`src/rtl/onehot_mux_pkg.sv`:
```
// Shared constants and helpers for the one-hot channel selector.
// Vectors are zero-padded to MAX_IN so the helpers serve any channel count.
package onehot_mux_pkg;

  localparam int MODE_EXT_SEL = 0;
  localparam int MODE_RR      = 1;
  localparam int MAX_IN       = 32;

  function automatic logic is_onehot(input logic [MAX_IN-1:0] vec);
    return (vec != '0) && ((vec & (vec - 1'b1)) == '0);
  endfunction

  // One bit column of every channel, AND-ed with the select and OR-reduced.
  function automatic logic onehot_and_or(input logic [MAX_IN-1:0] data,
                                         input logic [MAX_IN-1:0] sel);
    return |(data & sel);
  endfunction

endpackage

```
`src/rtl/onehot_mux_rr_arbiter.sv`:
```
// Round-robin arbiter: the first requester at or after ptr wins.
// ptr moves one past the winner only when the grant is consumed (adv).
module rr_arbiter
  import onehot_mux_pkg::*;
#(
  parameter int IN_NUM = 4
) (
  input  logic              clk,
  input  logic              rst,
  input  logic [IN_NUM-1:0] req,
  input  logic              adv,
  output logic [IN_NUM-1:0] gnt
);

  localparam int PW = $clog2(IN_NUM);

  logic [PW-1:0] ptr_q, ptr_d;
  logic [PW-1:0] win_idx;
  logic          found;
  int            idx;

  always_comb begin
    gnt     = '0;
    win_idx = '0;
    found   = 1'b0;
    idx     = 0;
    for (int j = 0; j < IN_NUM; j++) begin
      idx = (int'(ptr_q) + j) % IN_NUM;
      if (!found && req[idx]) begin
        gnt[idx] = 1'b1;
        win_idx  = PW'(idx);
        found    = 1'b1;
      end
    end
  end

  always_comb begin
    ptr_d = ptr_q;
    if (adv) begin
      ptr_d = (win_idx == PW'(IN_NUM - 1)) ? '0 : win_idx + 1'b1;
    end
  end

  always_ff @(posedge clk) begin
    if (rst) ptr_q <= '0;
    else     ptr_q <= ptr_d;
  end

endmodule

```
`src/rtl/onehot_mux_rr.sv`:
```
// N-channel one-hot mux with a registered valid/ready output stage.
// Define ONEHOT_MUX_CHECK_EN to reject multi-hot grants and raise sticky err.
module onehot_mux_rr
  import onehot_mux_pkg::*;
#(
  parameter int IN_NUM = 4,
  parameter int BW     = 4,
  parameter int MODE   = MODE_EXT_SEL
) (
  input  logic              clk,
  input  logic              rst,
  input  logic [IN_NUM-1:0] s,
  input  logic [IN_NUM-1:0] in_valid,
  output logic [IN_NUM-1:0] in_ready,
  input  logic [BW-1:0]     i [IN_NUM],
  output logic              o_valid,
  input  logic              o_ready,
  output logic [BW-1:0]     o_out,
  output logic [IN_NUM-1:0] o_sel,
  output logic              err
);

  logic              ld;
  logic              xfer;
  logic [IN_NUM-1:0] raw_gnt;
  logic [IN_NUM-1:0] gnt;
  logic [MAX_IN-1:0] gnt_pad;
  logic [MAX_IN-1:0] col;
  logic [BW-1:0]     mux_data;

  logic              o_valid_q, o_valid_d;
  logic [BW-1:0]     o_out_q, o_out_d;
  logic [IN_NUM-1:0] o_sel_q, o_sel_d;

  assign ld = ~o_valid_q | o_ready;

  generate
    if (MODE == MODE_RR) begin : g_rr
      logic unused_s;
      assign unused_s = ^s;
      rr_arbiter #(.IN_NUM(IN_NUM)) u_arb (
        .clk (clk),
        .rst (rst),
        .req (in_valid),
        .adv (xfer),
        .gnt (raw_gnt)
      );
    end else begin : g_ext
      assign raw_gnt = s;
    end
  endgenerate

`ifdef ONEHOT_MUX_CHECK_EN
  logic              err_q, err_d;
  logic              illegal;
  logic [MAX_IN-1:0] raw_pad;

  // A multi-hot grant is suppressed and latched into the sticky flag.
  always_comb begin
    raw_pad              = '0;
    raw_pad[IN_NUM-1:0]  = raw_gnt;
    illegal              = (raw_gnt != '0) && !is_onehot(raw_pad);
    gnt                  = illegal ? '0 : raw_gnt;
    err_d                = err_q | illegal;
  end

  always_ff @(posedge clk) begin
    if (rst) err_q <= 1'b0;
    else     err_q <= err_d;
  end

  assign err = err_q;
`else
  assign gnt = raw_gnt;
  assign err = 1'b0;
`endif

  // Multi-hot grants need every selected channel valid and OR their data.
  always_comb begin
    gnt_pad             = '0;
    gnt_pad[IN_NUM-1:0] = gnt;
    xfer     = ~rst & ld & (gnt != '0) & ((in_valid & gnt) == gnt);
    in_ready = rst ? '0 : (gnt & {IN_NUM{ld}});
    col      = '0;
    mux_data = '0;
    for (int b = 0; b < BW; b++) begin
      col = '0;
      for (int k = 0; k < IN_NUM; k++) col[k] = i[k][b];
      mux_data[b] = onehot_and_or(col, gnt_pad);
    end
  end

  always_comb begin
    o_valid_d = o_valid_q;
    o_out_d   = o_out_q;
    o_sel_d   = o_sel_q;
    if (ld) begin
      o_valid_d = xfer;
      if (xfer) begin
        o_out_d = mux_data;
        o_sel_d = gnt;
      end
    end
  end

  always_ff @(posedge clk) begin
    if (rst) begin
      o_valid_q <= 1'b0;
      o_out_q   <= '0;
      o_sel_q   <= '0;
    end else begin
      o_valid_q <= o_valid_d;
      o_out_q   <= o_out_d;
      o_sel_q   <= o_sel_d;
    end
  end

  assign o_valid = o_valid_q;
  assign o_out   = o_out_q;
  assign o_sel   = o_sel_q;

endmodule
```
`config.mk`:
```
export PLATFORM = sky130hd
export DESIGN_NAME = onehot_mux_rr
export DESIGN_NICKNAME = d
export VERILOG_FILES = /design/src/rtl/onehot_mux_pkg.sv /design/src/rtl/onehot_mux_rr_arbiter.sv /design/src/rtl/onehot_mux_rr.sv
export SDC_FILE = /design/constraint.sdc
export NUM_CORES = 1
export LEC_CHECK = 0
export CORE_AREA = 3 3 40 42
export CTS_CLUSTER_SIZE = 40
export DETAILED_ROUTE_END_ITERATION = 12
export DIE_AREA = 0 0 43 45
export DONT_BUFFER_PORTS = 1
export REMOVE_ABC_BUFFERS = 1
export SYNTH_ARGS = -nofsm -noshare
export SYNTH_HDL_FRONTEND = slang
export SYNTH_SLANG_ARGS = --single-unit
```
`constraint.sdc`:
```
create_clock -name clk -period 2.27 [get_ports clk]
set_input_delay 0.454 -clock clk [delete_from_list [all_inputs] [get_ports clk]]
set_output_delay 0.454 -clock clk [all_outputs]
set_load 0.01 [all_outputs]
```
# --- Yosys cells after proc, flatten, opt, wreduce, memory -nomap -nowiden ---
# Cells that the tools add are included.
classes:
  n_reduce_logical: 6
  n_mux: 1
  n_bitwise: 12
  eq_ne: 1
ops:
  columns: ["cell", "count"]
  rows:
  - ["$reduce_or A32 Y1", 4]
  - ["$and A4 B4 Y4", 6]
  - ["$eq A4 B4 Y1", 1]
  - ["$mux W4", 1]
  - ["$reduce_bool A4 Y1", 1]
  - ["$and A1 B1 Y1", 3]
  - ["$not A1 Y1", 2]
  - ["$reduce_and A2 Y1", 1]
  - ["$or A1 B1 Y1", 1]
word_totals:
  input_bits: 27
  output_inout_bits: 14
  ff_bits: 9

# --- Depth between registers and ports, before layout ---
# Gate-level depths: netlist of run 1.
depth:
  depth_word: 6
  depth_mapped: 5

# --- Worst setup path before layout of run 1 ---
# No wires, ideal clock.
synth_timing:
  path_kind: "in2reg"
  from: "in s[3]"
  to: "reg o_sel_q[0], in the netlist o_sel[0]"
  t_required_ns: 2.149
  setup_slack_ns: 0.552
  stages: 5
  arrival_time_ns: 1.596
  cell_sequence: "or4_1 nand3_1 or2_1 buf_6 mux2_4"
synth_between:
  elab_chain_len: 4
  word_cells_on_any_way: 6
synth_rtl:
  columns: ["element", "line_no", "rtl"]
  rows:
  - ["start, declared", "onehot_mux_rr.sv:12", "input logic [IN_NUM-1:0] s,"]
  - ["$and A4 B4 Y4 / $reduce_bool A4 Y1 (equally long branches)", "onehot_mux_rr.sv:82", "xfer = ~rst & ld & (gnt != '0) & ((in_valid & gnt) == gnt);"]
  - ["$eq A4 B4 Y1 / $and A1 B1 Y1 (equally long branches)", "onehot_mux_rr.sv:82", null]
  - ["$and A1 B1 Y1 (*)", "onehot_mux_rr.sv:82", null]
  - ["$reduce_and A2 Y1 (no source line) (*)", null, null]
  - ["end signal, assigned", "onehot_mux_rr.sv:114", "o_sel_q <= o_sel_d;"]
  - ["end, declared", "onehot_mux_rr.sv:33", "logic [IN_NUM-1:0] o_sel_q, o_sel_d;"]
# Every way passes the cells marked *; elsewhere a longest branch is shown, timed or not.
# A chain may end at the register's enable or synchronous reset.

# --- Final worst setup path of run 1 ---
layout_timing:
  from: "in s[3]"
  to: "reg o_out_q[1], in the netlist o_out[1]"
layout_between:
  elab_chain_len: 4
  word_cells_on_any_way: 8
layout_rtl:
  columns: ["element", "line_no", "rtl"]
  rows:
  - ["$and A4 B4 Y4 / $reduce_bool A4 Y1 (equally long branches)", "onehot_mux_rr.sv:82", null]
  - ["$eq A4 B4 Y1 / $and A1 B1 Y1 (equally long branches)", "onehot_mux_rr.sv:82", null]
  - ["$and A1 B1 Y1", "onehot_mux_rr.sv:82", null]
  - ["$reduce_and A2 Y1 (no source line)", null, null]
  - ["end signal, assigned", "onehot_mux_rr.sv:113", "o_out_q <= o_out_d;"]
  - ["end, declared", "onehot_mux_rr.sv:32", "logic [BW-1:0] o_out_q, o_out_d;"]
# Parallel ways exist; a longest one is shown, timed or not.

==> run metrics, run 1 <==
minimum clock period 1.53 ns; pwr dens 673 mW/mm^2; Critical-path top delay cell or4_1; required time of the critical path 2.46 ns; Max FO, Critical Path 7; Post-CTS Setup Repair Bufs 0; DR vias 410; vias in the first global route 387; Cell Int Power 270 uW; Vias/cell 5.94; global-route wire length before repair 1800 um; Crit. End Element flop; share of cells above drive strength 1 0.204; RSZ-0062 raised after global routing false; FF-to-FF End o_out[1]; Final Max Slew Viols 0; largest family of logic cells by synthesized area simple AND/OR/NAND/NOR gates; worst path cell trace or4_1, nand3_1, or2_1, buf_4, mux2i_1; Leak 0.000259 uW; Tot Pwr 364 uW; Crit Path Class primary input to flop; Post-synth EDFFs 0; Nets 82; starting density of the core 0.394; pre-CTS setup slack 0.480 ns; Setup crit end o_out[1]; Seq pwr share 0.514; Global Route Usage Sum 0.130; die height 45 um; H-tree level count 1; gpl congestion 0.699; Worst VDD drop 220 uV; Max Fclk 655 MHz; Post-Synth XOR/XNOR Area 0; GRT overflow 0; root buf cell clkbuf_4; area delta synth->final 6.67%; syn avg cell area 9.94 sq um; cells after synthesis 51; initial antenna violation count 0; DRC viols 0; clock-pin slew on the worst setup and hold paths 0.06 ns; RR Startpoint o_valid; Hold Buf Count CTS 0; mux cell area share after synthesis 0.168; cell row count 13; delay-heaviest family, CP simple AND/OR/NAND/NOR gates; Simple-Gate Fraction of Synth Area 0.222; period utilization 0.673; Chip Width 43 um; Setup-failing EPs final 0; HP Start rst; fraction of registers with async set/reset 0; # IOs 41; FF+latch count, synth 9; outcome complete, no violations; power share of the clock group 0.345; Final Hold Viols 0; clock latency on the worst-skew pair 0.26 ns; highest cell delay on the worst timing path 0.50 ns; combinational share of power 0.141; setup TNS 0 ns; die area 0.00194 sq mm; post-layout worst setup margin 0.743 ns; wire length per cell 17.7 um; Pre-antenna DRT Iters 4; CP Launch Point s[3]; Longest Clk Path Bufs 2; Detailed Route Iter0 Violations 6; HPWL after DPL 946 um; R2R cell count 5; post-synth cell types 25; Sink Count 9; antenna-violating nets left 0; CTS Buf Count 3; switching power 94.1 uW; FF-to-FF setup slack 0.87 ns; Seq/Total Area, Yosys 0.356; Hold Path Class primary input to flop; Buf+Inv Stages, Crit Path 1; core area 0.00128 sq mm; Port Buf Inserts 0; Critical Path Stages 5; sw frac 0.259; Max Cap Viol 0; Post-Synth Adder-Cell Area 0; arrival time at the worst endpoint 1.72 ns; Synth Cell Area 507 sq um; Synth Flop Type dfxtp_1; startpoint types primary input; TritonCTS clock tree yes; number of antenna diodes 0; post-cts resize count 0; skew final 0.00274 ns; Ys Warns 0; Routed WL 1220 um; pin count of the biggest net entering global routing 11; Synth Area in Compound Gates 0.195
[layout make-up]
type,instances,area [sq um]
Fill cell,137,744
Timing Repair Buffer,1,7.51
Tap cell,15,18.8
Clock buffer,4,26.3
Inverter,2,7.51
Multi-Input combinational cell,38,300
Sequential cell,9,180
[synth_stat cells, drive strengths merged (2+ instances only)]
master	n	area share
and3	4	0.052
a221oi	4	0.069
a22o	4	0.074
and2b	3	0.044
mux2	3	0.089
or2b	3	0.047
mux2i	4	0.079
dfxtp	9	0.36
buf	2	0.037
nand2	4	0.030
[power groups by stage]
stage / clock network (uW) / registers, uW / logic, uW
4_1_cts: 133 / 188 / 51.8
5_1_grt: 136 / 188 / 58.2
2_1_floorplan: 0 / 189 / 44.6
3_3_place_gp: 0 / 191 / 51.7
6_report: 125 / 187 / 51.4
3_5_place_dp: 0 / 192 / 51.6
[stage by stage]
step           instances  cell area, sq um  hold WS (ns)  utilization
6_report              69               541         0.252        0.421
4_1_cts               69               541         0.246        0.421
3_5_place_dp          65               514         0.505        0.400
5_1_grt               69               541         0.257        0.421
2_1_floorplan         49               488         0.483            -
3_3_place_gp          65               514         0.503        0.400
[per-layer routing]
metal  vias to the layer above  GRT usage  wire length, um
li1                        197          -                -
met1                       183      0.162              519
met2                        28      0.189              562
met3                         2     0.0319              119
met4                         0      0.108               16
met5                         -          0                0
[worst min path at each step]
stage	to	slack, ns	depth (start not counted)
final	o_valid	0.25	1
after global routing	o_valid	0.26	1
after CTS	o_valid	0.25	1
after detailed placement	o_out[1]	0.51	2
after global placement	o_out[0]	0.50	2
after floorplan	o_out[0]	0.48	2
[sequential cells by signal, summed over array words and instances, names as in the netlist]
signal and flops:
o_out 4, o_valid 1, o_sel 4
[cell families after synthesis]
group / Yosys count
compound gates: 12
buf+inv: 4
flops: 9
mux: 7
other cells: 1
simple gates: 18
[layout by cell type (no fill, tap or decap), types with 3 or more instances in the layout]
cell,instances
mux2i_1,4
and3_1,3
dfxtp_1,9
and2b_1,3
mux2_4,3
clkbuf_4,3
a221oi_1,4
nand2_1,4
Power figures use the tool's default switching activity.
==> inputs of run 2 (changes only) <==
Settings changed: ABC_AREA set to 1, PLACE_DENSITY set to 0.65.
Clock period 2.27 ns to 1.5 ns, I/O delays scaled along.
==> run metrics, run 2 <==
pin count of the biggest net entering global routing 18; Setup-failing EPs final 0; RSZ-0062 raised after global routing false; Sink Count 9; number of antenna diodes 0; Nets 132; M1 wire length 580 um; uppermost layer routed met4; Simple-Gate Fraction of Synth Area 0.493; most frequent cells in the layout nand2_1 (37), nor2_1 (15), a21oi_2 (9), dfxtp_1 (9), nand3_1 (7); R2R cell count 6; starting density of the core 0.523; Synth Flop Type dfxtp_1; mux cell area share after synthesis 0; antenna-violating nets left 0; Crit. End Element output pin; share of cells above drive strength 1 0.288; RR Startpoint o_valid; outcome complete, no violations; Max Cap Viol 0; Hold Path Class primary input to flop; DR vias 588; Chip Width 43 um; Post-Synth XOR/XNOR Area 0; Post-CTS Setup Repair Bufs 0; Routed WL 1360 um; minimum clock period 1.31 ns; area delta synth->final 2.23%; largest family of logic cells by synthesized area simple AND/OR/NAND/NOR gates; Final Hold Viols 0; cell row count 13; DRC viols 0; TritonCTS clock tree yes; most frequent cells after synthesis nand2_1 (37), nor2_1 (15), a21oi_2 (9), dfxtp_1 (9), nand3_1 (7); Post-synth EDFFs 0; Critical-path top delay cell dfxtp_1; Leak 0.000339 uW; post-cts resize count 0; Seq pwr share 0.459; Vias/cell 4.94; period utilization 0.873; Setup crit end in_ready[3]; vias in the first global route 561; Area contributors post-synth dfxtp_1 (27%), nand2_1 (21%), a21oi_2 (12%); CTS Buf Count 3; Final Max Slew Viols 0; FF-to-FF setup slack 0.21 ns; worst path cell trace nand2_2, nand2_4, nor2_1; switching power 194 uW; dpl cells 115; required time of the critical path 1.20 ns; core area 0.00128 sq mm; most common cell after layout, fill and taps aside nand2_1; clock latency on the worst-skew pair 0.26 ns; root buf cell clkbuf_4; Cell Int Power 408 uW; highest cell delay on the worst timing path 0.34 ns; post-synth cell types 18; fraction of registers with async set/reset 0; Max FO, Critical Path 5; Seq/Total Area, Yosys 0.268; FF+latch count, synth 9; sw frac 0.323; die height 45 um; skew final 0.00332 ns; H-tree level count 1; power share of the clock group 0.309; gpl congestion 0.759; HPWL after DPL 1100 um; global-route wire length before repair 2190 um; Ys Warns 0; combinational share of power 0.232; setup TNS 0 ns; Pre-antenna DRT Iters 3; Synth Cell Area 672 sq um; area share of the largest cell type after synthesis 0.268; Global Route Usage Sum 0.150; fin cells 119; syn avg cell area 6.59 sq um; die area 0.00194 sq mm; Worst VDD drop 397 uV; startpoint types flop; Crit Path Class flop to output pin; routed length on met3 109 um; arrival time at the worst endpoint 1.01 ns; pwr dens 876 mW/mm^2; Port Buf Inserts 0; Longest Clk Path Bufs 2; initial antenna violation count 0; GRT overflow 0; clock-pin slew on the worst setup and hold paths 0.06 ns; CP Launch Point o_valid; wire length per cell 11.4 um; post-synth top area cell dfxtp_1; # IOs 41; Synth Area in Compound Gates 0.117; cells after synthesis 102; Detailed Route Iter0 Violations 8; Hold Buf Count CTS 0; DR WL met2 657 um; top-count cell post-synth nand2_1; Max Fclk 764 MHz; FF-to-FF End o_valid; Post-Synth Adder-Cell Area 0
-- run 2: cell types whose count changed in the layout (fill, tap and decap cells not counted), sizes merged, moves of 7 or more --
cell,delta
nand2,+39
nor2,+19
a21oi,+8
inv,+8
nand3,+7
-- run 2: cells by family after synthesis --
kind of cell,Yosys count
simple gates,70
flops,9
compound gates,9
buf+inv,13
other cells,1
-- run 2: critical path, delay by kind of cell, from the launching register on --
family,cells,cell delay (ns)
DFF,1,0.34
and+or+nand+nor,3,0.40
-- run 2: through the flow --
stage               utilization  area, sq um  power [uW]  hold WS, ns  worst slack, ns
global placement          0.513          659         422        0.363            0.243
finish                    0.535          687         602       0.0910            0.191
CTS                       0.535          687         611       0.0887            0.188
global route              0.535          687         642       0.0838           0.0957
floorplan                     -          633         401        0.362            0.304
detailed placement        0.513          659         424        0.364            0.222
-- run 2: per-layer routing --
metal	GRT usage	vias to the layer above
met5	0	-
met4	0.0542	0
met3	0.0717	2
met2	0.249	19
met1	0.170	254
li1	-	313
-- run 2: area by class of cell --
class	count	area, sq um
sequential	9	180
tap	15	18.8
clock buffer	3	22.5
inverter	10	38.8
fill	128	598
clock inverter	1	5.00
timing repair buffer	1	7.51
multi-input combinational	80	414
-- run 2: power groups by stage --
stage	Clock (uW)	Combinational (uW)	Sequential, uW
global route	204	160	279
detailed placement	0	141	283
global placement	0	139	283
CTS	192	142	277
floorplan	0	121	280
finish	186	139	277
-- run 2: worst min path at each step --
stage / start / cells past startpoint / end / slack, ns
detailed placement: rst / 1 / o_valid / 0.36
finish: rst / 1 / o_valid / 0.09
CTS: rst / 1 / o_valid / 0.09
global placement: rst / 1 / o_valid / 0.36
floorplan: rst / 1 / o_valid / 0.36
global route: rst / 1 / o_valid / 0.08
